--- config.mk ---
export PLATFORM = sky130hd
export DESIGN_NAME = branch_seq_ctrl
export DESIGN_NICKNAME = d
export VERILOG_FILES = /design/src/rtl/branch_seq_ctrl.sv
export SDC_FILE = /design/constraint.sdc
export NUM_CORES = 1
export LEC_CHECK = 0
export ABC_AREA = 1
export CAP_MARGIN = 10
export CORE_ASPECT_RATIO = 1.25
export CORE_UTILIZATION = 60
export CTS_BUF_LIST = sky130_fd_sc_hd__clkbuf_16
export DETAILED_ROUTE_END_ITERATION = 10
export DONT_BUFFER_PORTS = 1
export MAX_ROUTING_LAYER = met4
export PLACE_DENSITY = 0.76
export SYNTH_ARGS = -nofsm -noshare
export SYNTH_HDL_FRONTEND = slang
export SYNTH_SLANG_ARGS = --single-unit
--- constraint.sdc ---
create_clock -name i_clk -period 2.9 [get_ports i_clk]
set_clock_uncertainty 0.1 [all_clocks]
set_input_delay 0.29 -clock i_clk [delete_from_list [all_inputs] [get_ports i_clk]]
set_output_delay 0.29 -clock i_clk [all_outputs]
set_load 0.05 [all_outputs]
--- src/rtl/branch_seq_ctrl.sv ---
// branch_seq_ctrl: sequences control-flow redirection for the 5-stage pipeline.
// A taken branch resolved in EX redirects the PC in the same cycle and squashes
// the wrong-path fetch. A redirect that arrives under stall is deferred until
// the stall releases. The delay slot is tracked through EX so that a nullified
// slot instruction gets its side effects suppressed there.
//
// Optional feature macro: BRANCH_STATS_EN (adds saturating statistics counters).
//
// Ports:
//   i_clk               pipeline clock
//   i_reset             synchronous, active-high reset
//   i_ex_valid          EX holds a valid, un-killed control instruction
//   i_j                 branch taken from condition handler
//   i_n_out             nullify request (already qualified by taken)
//   i_ta                branch target computed in EX
//   i_stall             hazard-unit freeze of IF/ID/EX
//   o_pc_sel            1 = PC loads o_pc_target, 0 = PC+4 (combinational)
//   o_pc_target         redirect address (combinational, 0 when idle)
//   o_if_kill           squash the instruction moving IF->ID (combinational)
//   o_ex_kill           suppress writes of the instruction in EX
//   o_redirect_pending  a stalled taken branch is waiting to redirect
//   o_taken_cnt         (BRANCH_STATS_EN) redirect cycles, saturating
//   o_null_cnt          (BRANCH_STATS_EN) nullified slot exits, saturating
module branch_seq_ctrl #(
   parameter int unsigned AW = 32
`ifdef BRANCH_STATS_EN
   ,parameter int unsigned CW = 16
`endif
) (
   input  logic          i_clk,
   input  logic          i_reset,
   input  logic          i_ex_valid,
   input  logic          i_j,
   input  logic          i_n_out,
   input  logic [AW-1:0] i_ta,
   input  logic          i_stall,
   output logic          o_pc_sel,
   output logic [AW-1:0] o_pc_target,
   output logic          o_if_kill,
   output logic          o_ex_kill,
   output logic          o_redirect_pending
`ifdef BRANCH_STATS_EN
   ,output logic [CW-1:0] o_taken_cnt,
   output logic [CW-1:0] o_null_cnt
`endif
);

   typedef enum logic [1:0] {
      ST_IDLE = 2'd0,
      ST_PEND = 2'd1,
      ST_SLOT = 2'd2
   } state_t;

   state_t        r_state;
   state_t        w_state_nxt;
   logic [AW-1:0] r_tgt;
   logic [AW-1:0] w_tgt_nxt;
   logic          r_n;
   logic          w_n_nxt;

   logic          w_fire;
   logic          w_redirect;
   logic [AW-1:0] w_target;
   logic          w_ex_kill;
   logic          w_pending;
   logic          w_null_exit;

   // State, deferred target and slot-nullify flag.
   always_ff @(posedge i_clk) begin
      if (i_reset) begin
         r_state <= ST_IDLE;
         r_tgt   <= '0;
         r_n     <= 1'b0;
      end else begin
         r_state <= w_state_nxt;
         r_tgt   <= w_tgt_nxt;
         r_n     <= w_n_nxt;
      end
   end

   // A slot instruction that is being killed cannot itself redirect.
   assign w_fire = ((r_state == ST_IDLE) || ((r_state == ST_SLOT) && !r_n))
                   && i_ex_valid && i_j;

   // Next-state and same-cycle redirect outputs.
   always_comb begin
      w_state_nxt = r_state;
      w_tgt_nxt   = r_tgt;
      w_n_nxt     = r_n;
      w_redirect  = 1'b0;
      w_target    = '0;
      w_ex_kill   = 1'b0;
      w_pending   = 1'b0;
      w_null_exit = 1'b0;

      case (r_state)
         ST_IDLE: begin
            if (w_fire) begin
               w_n_nxt = i_n_out;
               if (i_stall) begin
                  w_tgt_nxt   = i_ta;
                  w_state_nxt = ST_PEND;
               end else begin
                  w_redirect  = 1'b1;
                  w_target    = i_ta;
                  w_state_nxt = ST_SLOT;
               end
            end
         end
         ST_PEND: begin
            // The same frozen branch sits in EX, so its live inputs are ignored.
            w_pending = 1'b1;
            if (!i_stall) begin
               w_redirect  = 1'b1;
               w_target    = r_tgt;
               w_state_nxt = ST_SLOT;
            end
         end
         ST_SLOT: begin
            w_ex_kill = r_n;
            if (!i_stall) begin
               if (r_n) begin
                  w_null_exit = 1'b1;
                  w_state_nxt = ST_IDLE;
               end else if (w_fire) begin
                  // Branch in an un-nullified delay slot: redirect again.
                  w_redirect  = 1'b1;
                  w_target    = i_ta;
                  w_n_nxt     = i_n_out;
                  w_state_nxt = ST_SLOT;
               end else begin
                  w_state_nxt = ST_IDLE;
               end
            end
         end
         default: begin
            w_state_nxt = ST_IDLE;
         end
      endcase

      // All outputs are forced quiet while reset is held.
      if (i_reset) begin
         w_redirect  = 1'b0;
         w_target    = '0;
         w_ex_kill   = 1'b0;
         w_pending   = 1'b0;
         w_null_exit = 1'b0;
      end
   end

   assign o_pc_sel           = w_redirect;
   assign o_if_kill          = w_redirect;
   assign o_pc_target        = w_target;
   assign o_ex_kill          = w_ex_kill;
   assign o_redirect_pending = w_pending;

`ifdef BRANCH_STATS_EN
   logic [CW-1:0] r_taken_cnt;
   logic [CW-1:0] r_null_cnt;

   // Saturating event counters.
   always_ff @(posedge i_clk) begin
      if (i_reset) begin
         r_taken_cnt <= '0;
         r_null_cnt  <= '0;
      end else begin
         if (w_redirect && (r_taken_cnt != {CW{1'b1}}))
            r_taken_cnt <= r_taken_cnt + CW'(1);
         if (w_null_exit && (r_null_cnt != {CW{1'b1}}))
            r_null_cnt <= r_null_cnt + CW'(1);
      end
   end

   assign o_taken_cnt = r_taken_cnt;
   assign o_null_cnt  = r_null_cnt;
`endif

endmodule

### Yosys cells after proc, flatten, opt, wreduce, memory -nomap -nowiden

Index checks and enable logic that the tools add are counted.

* flip-flop bits (word level): 35
* logic and storage cells: 49

* equal/unequal tests: 5
* mux-type cells: 31
* reduce and logical (&&, ||, !) cells: 10

Operators with widths (number)
* $mux W32: 7
* $pmux W32 S3: 1
* $mux W1: 14
* $mux W2: 6
* $reduce_and A3 Y1: 3
* $ne A2 B2 Y1 const B: 3
* $pmux W2 S3: 1
* $logic_and A1 B1 Y1: 3
* $pmux W1 S3: 1
* $eq A2 B1 Y1 const B: 1
* $eq A2 B2 Y1 const B: 1
* $logic_not A2 Y1: 1
* $pmux W1 S2: 1
* $reduce_bool A2 Y1: 1
* $logic_not A1 Y1: 1
* $logic_or A1 B1 Y1: 1

### Depth between registers and ports, before layout

* depth after elaboration: 10
* depth in mapped cells: 7
* mapped depth without buffers: 6

### Worst setup path before layout

Ideal clock, no wire load.

* path kind: input to output
* start point: input i_j
* end point: output o_pc_sel
* arrival time: 2.015 ns
* data required time: 2.510 ns
* slack: 0.495 ns
* stages on the path: 6
* path buffers: 2
* cell sequence: nand2_1 > inv_2 > buf_1 > nand3_1 > a21oi_1 > buf_4

* longest elaborated chain between the ends: 6
* elaborated cells between the ends (all ways): 7

RTL lines
* from (decl): line 33 `input logic i_j,`
* $logic_and A1 B1 Y1 (*): line 83 `&& i_ex_valid && i_j;`
* $mux W1: line 125 `end else if (w_fire) begin`
* $mux W1: line 122 `if (r_n) begin`
* $mux W1: line 121 `if (!i_stall) begin`
* $pmux W1 S3 (*): line 96 `case (r_state)`
* $mux W1 (*): line 142 `if (i_reset) begin`
* to (decl): line 37 `output logic o_pc_sel,`

Every way passes the cells marked *; elsewhere a longest branch is shown, timed or not.

### Worst setup path after layout

* start point: register r_state[0]
* end point: output o_pc_target[27]

* longest elaborated chain between the ends: 10
* elaborated cells between the ends (all ways): 13

RTL lines
* from (decl): line 54 `state_t r_state;`
* from (signal assigned): line 75 `r_state <= w_state_nxt;`
* $eq A2 B2 Y1: line 82, 96
* $logic_and A1 B1 Y1: line 82 `assign w_fire = ((r_state == ST_IDLE) || ((r_state == ST_SLOT) && !r_n))`
* $logic_or A1 B1 Y1: line 82
* $logic_and A1 B1 Y1 (2 in series): line 83
* $mux W32: line 125
* $mux W32: line 122
* $mux W32: line 121
* $pmux W32 S3 (*): line 96
* $mux W32 (*): line 142
* to (decl): line 38 `output logic [AW-1:0] o_pc_target,`

Marks and branches as above.

==> metrics.md <==
| Metric | Value |
|---|---|
| Bufs on Longest Clock Path | `2` |
| Design Area, Final | `2420 um^2` |
| Final setup fails | `0` |
| CP arrival | `1.99 ns` |
| First-pass GRT wire length | `8150 um` |
| Post-synthesis compound-gate area fraction | `17.4%` |
| GRT overflow | `0` |
| Worst Max-Slew Pin Slew | `0.927 ns` |
| # port buffers | `0` |
| Area of the multi-input gates | `1180 um^2` |
| Hold buffers post-CTS | `1` |
| Via-per-instance ratio | `5.78` |
| Site Rows | `23` |
| Critical path type | `flip-flop to output pin` |
| Max H-tree Level | `2` |
| R2R Setup Slk | `1.40 ns` |
| Fillers | `280` |
| Critical Path RT | `2.51 ns` |
| Setup TNS Final | `0 ns` |
| Post-CTS setup buffers | `0` |
| Initial antenna violation count | `0` |
| Most frequent cells in the layout | `nand2_1, nor2_1, buf_4` |
| # diodes | `0` |
| Most common cell after layout, fill and taps aside | `nand2_1` |
| Cell leakage power | `0.934 nW` |
| Pre-CTS WS | `0.823 ns` |
| Yosys cell types | `19` |
| CP cell instances | `nand2_1 > nor2_4 > nand2_1 > a21oi_1 > buf_4` |
| Worst vdd ir | `0.455 mV` |
| Hpwl dp | `3180 um` |
| Syn_nets | `359` |
| Fin crit period | `2.38 ns` |
| Largest net degree at the start of global routing | `38` |
| Vias in the first global route | `1961` |
| I/O Pins | `74` |
| Max-slew headroom | `38.0%` |
| Main combinational cell family by area after synthesis | `simple AND/OR/NAND/NOR gates` |
| Initial core utilization | `63.5%` |
| Layout Nets | `379` |
| Die H | `67.3 um` |
| CP startpoint kind | `flip-flop` |
| Post-synthesis mux area share | `0%` |
| DRC errors left | `0` |
| Final GP Congestion | `0.772` |
| Chip width | `54.2 um` |
| Num CTS Buffers | `5` |
| Max-slew violation count | `0` |
| Layout cell share with drive strength beyond 1 | `15.5%` |
| Post-synthesis xor/xnor area fraction | `0%` |
| CTS tree | `yes` |
| R2r startpoint | `r_state[0]` |
| Core ar. | `3220 um^2` |
| Post-synthesis adder-cell area fraction | `0%` |
| Synth Cell Area | `2050 um^2` |
| Sequential area share after synthesis | `34.3%` |
| Die footprint | `3650 um^2` |
| Mapped Avg Cell Area | `6.37 um^2` |
| Root Driver | `clkbuf_16` |
| Post-route setup slack | `0.525 ns` |
| Total wire length | `5340 um` |
| Fin. Hold Viols | `0` |
| Synth Register Bits | `35` |
| Cells after Synth | `321` |
| Tot GR Track Use | `31.2%` |
| Worst setup path start | `r_state[0]` |
| Initial DRC Count | `92` |
| Clk_lat worst skew | `0.28 ns` |
| Tcrit/Tclk final | `81.9%` |
| Cell mode on critical path | `nand2_1` |
| Routed wire per std cell | `14.1 um` |
| Post_cts resized | `0` |
| Max-cap viol count | `0` |
| Min-delay src | `i_ta[13]` |
| CP Capture Type | `output pin` |
| CP max-delay cell | `nor2_4` |
| Max Freq | `421 MHz` |
| Post-route ant nets | `0` |
| PwrDens | `535 nW/um^2` |
| Layout area overhead | `18.5%` |
| FF+latch area | `701 um^2` |
| CTS Sinks | `35` |
| Total number of vias | `2191` |
| Crit path largest cell delay | `0.57 ns` |
| HP Class | `input port to flip-flop` |
| Clock Pin Slew Worst Setup and Hold Paths | `0.05 ns` |
| Unrepaired setup endpoints after global routing | `false` |
| Yosys Warn Count | `0` |
| Simple-gate area share of the yosys netlist | `40.2%` |
| Run status | `completed` |
| Placed cell area | `2250 um^2` |
| Router iterations before antenna repair | `4` |
| CP max FO | `33` |
[path summary, 6_finish.rpt]
check	to	cells after the start
hold reg to reg	r_tgt[26]	2
hold / removal	r_tgt[13]	2
setup / recovery	o_pc_target[27]	5
setup reg to reg	r_tgt[25]	5
[flip-flops by register name (all words and copies together) (netlist names)]
name and flops:
r_n 1, r_state 2, r_tgt 32
[cell families after synthesis]
kind of cell,Yosys count
AOI/OAI and AO/OA,70
buffers and inverters,35
DFF,35
and+or+nand+nor,181
[metal layers]
layer	vias up	track usage [%]	part of all wire [%]	routed length [um]
met5	-	-	0	0
met1	1006	32.3	40	2120
li1	1084	-	-	-
met4	0	11.2	1.4	76
met2	92	55.9	51	2730
met3	9	6.76	7.6	406
[layout make-up]
class                           instances  area share [%]
Inverter                                9            1.39
Sequential cell                        35            28.9
Tap cell                               37            1.91
Clock buffer                            5            5.16
Timing Repair Buffer                   39            12.2
Multi-Input combinational cell        251            48.8
Clock inverter                          3            1.60
[cells in the mapped netlist, drive strengths merged]
master	n	area (um^2)
a211oi	1	7.51
a21oi	35	179
buf	16	93.8
clkbuf	10	37.5
dfxtp	35	701
inv	9	33.8
nand2	74	278
nand3	3	20.0
nand3b	33	248
nand4	1	6.26
nor2	69	267
nor3	1	5.00
o21ai	34	170
[worst max-delay path: cells and delay by family, from the launching register on]
kind / cells / cell delay, ns
and+or+nand+nor: 3 / 0.84
DFF: 1 / 0.41
buffers and inverters: 1 / 0.23
AOI/OAI and AO/OA: 1 / 0.22
[stage by stage]
step / power (mW) / std cells / util, % / hold slack (ns)
after detailed placement: 0.702 / 370 / 69.8 / 0.269
after global routing: 1.34 / 379 / 75.2 / 0.0787
after global placement: 0.697 / 370 / 69.8 / 0.270
final: 1.30 / 379 / 75.2 / 0.0778
after CTS: 1.30 / 379 / 75.2 / 0.0788
after floorplan: 0.676 / 321 / - / 0.354
[power breakdown]
part           leakage [nW]  switching [mW]  internal [mW]
Combinational         0.567           0.117         0.0569
Sequential            0.286          0.0154          0.508
Clock                0.0812           0.200          0.400
Total                 0.934           0.332          0.965
No activity file was read; power rests on OpenSTA's default activity.
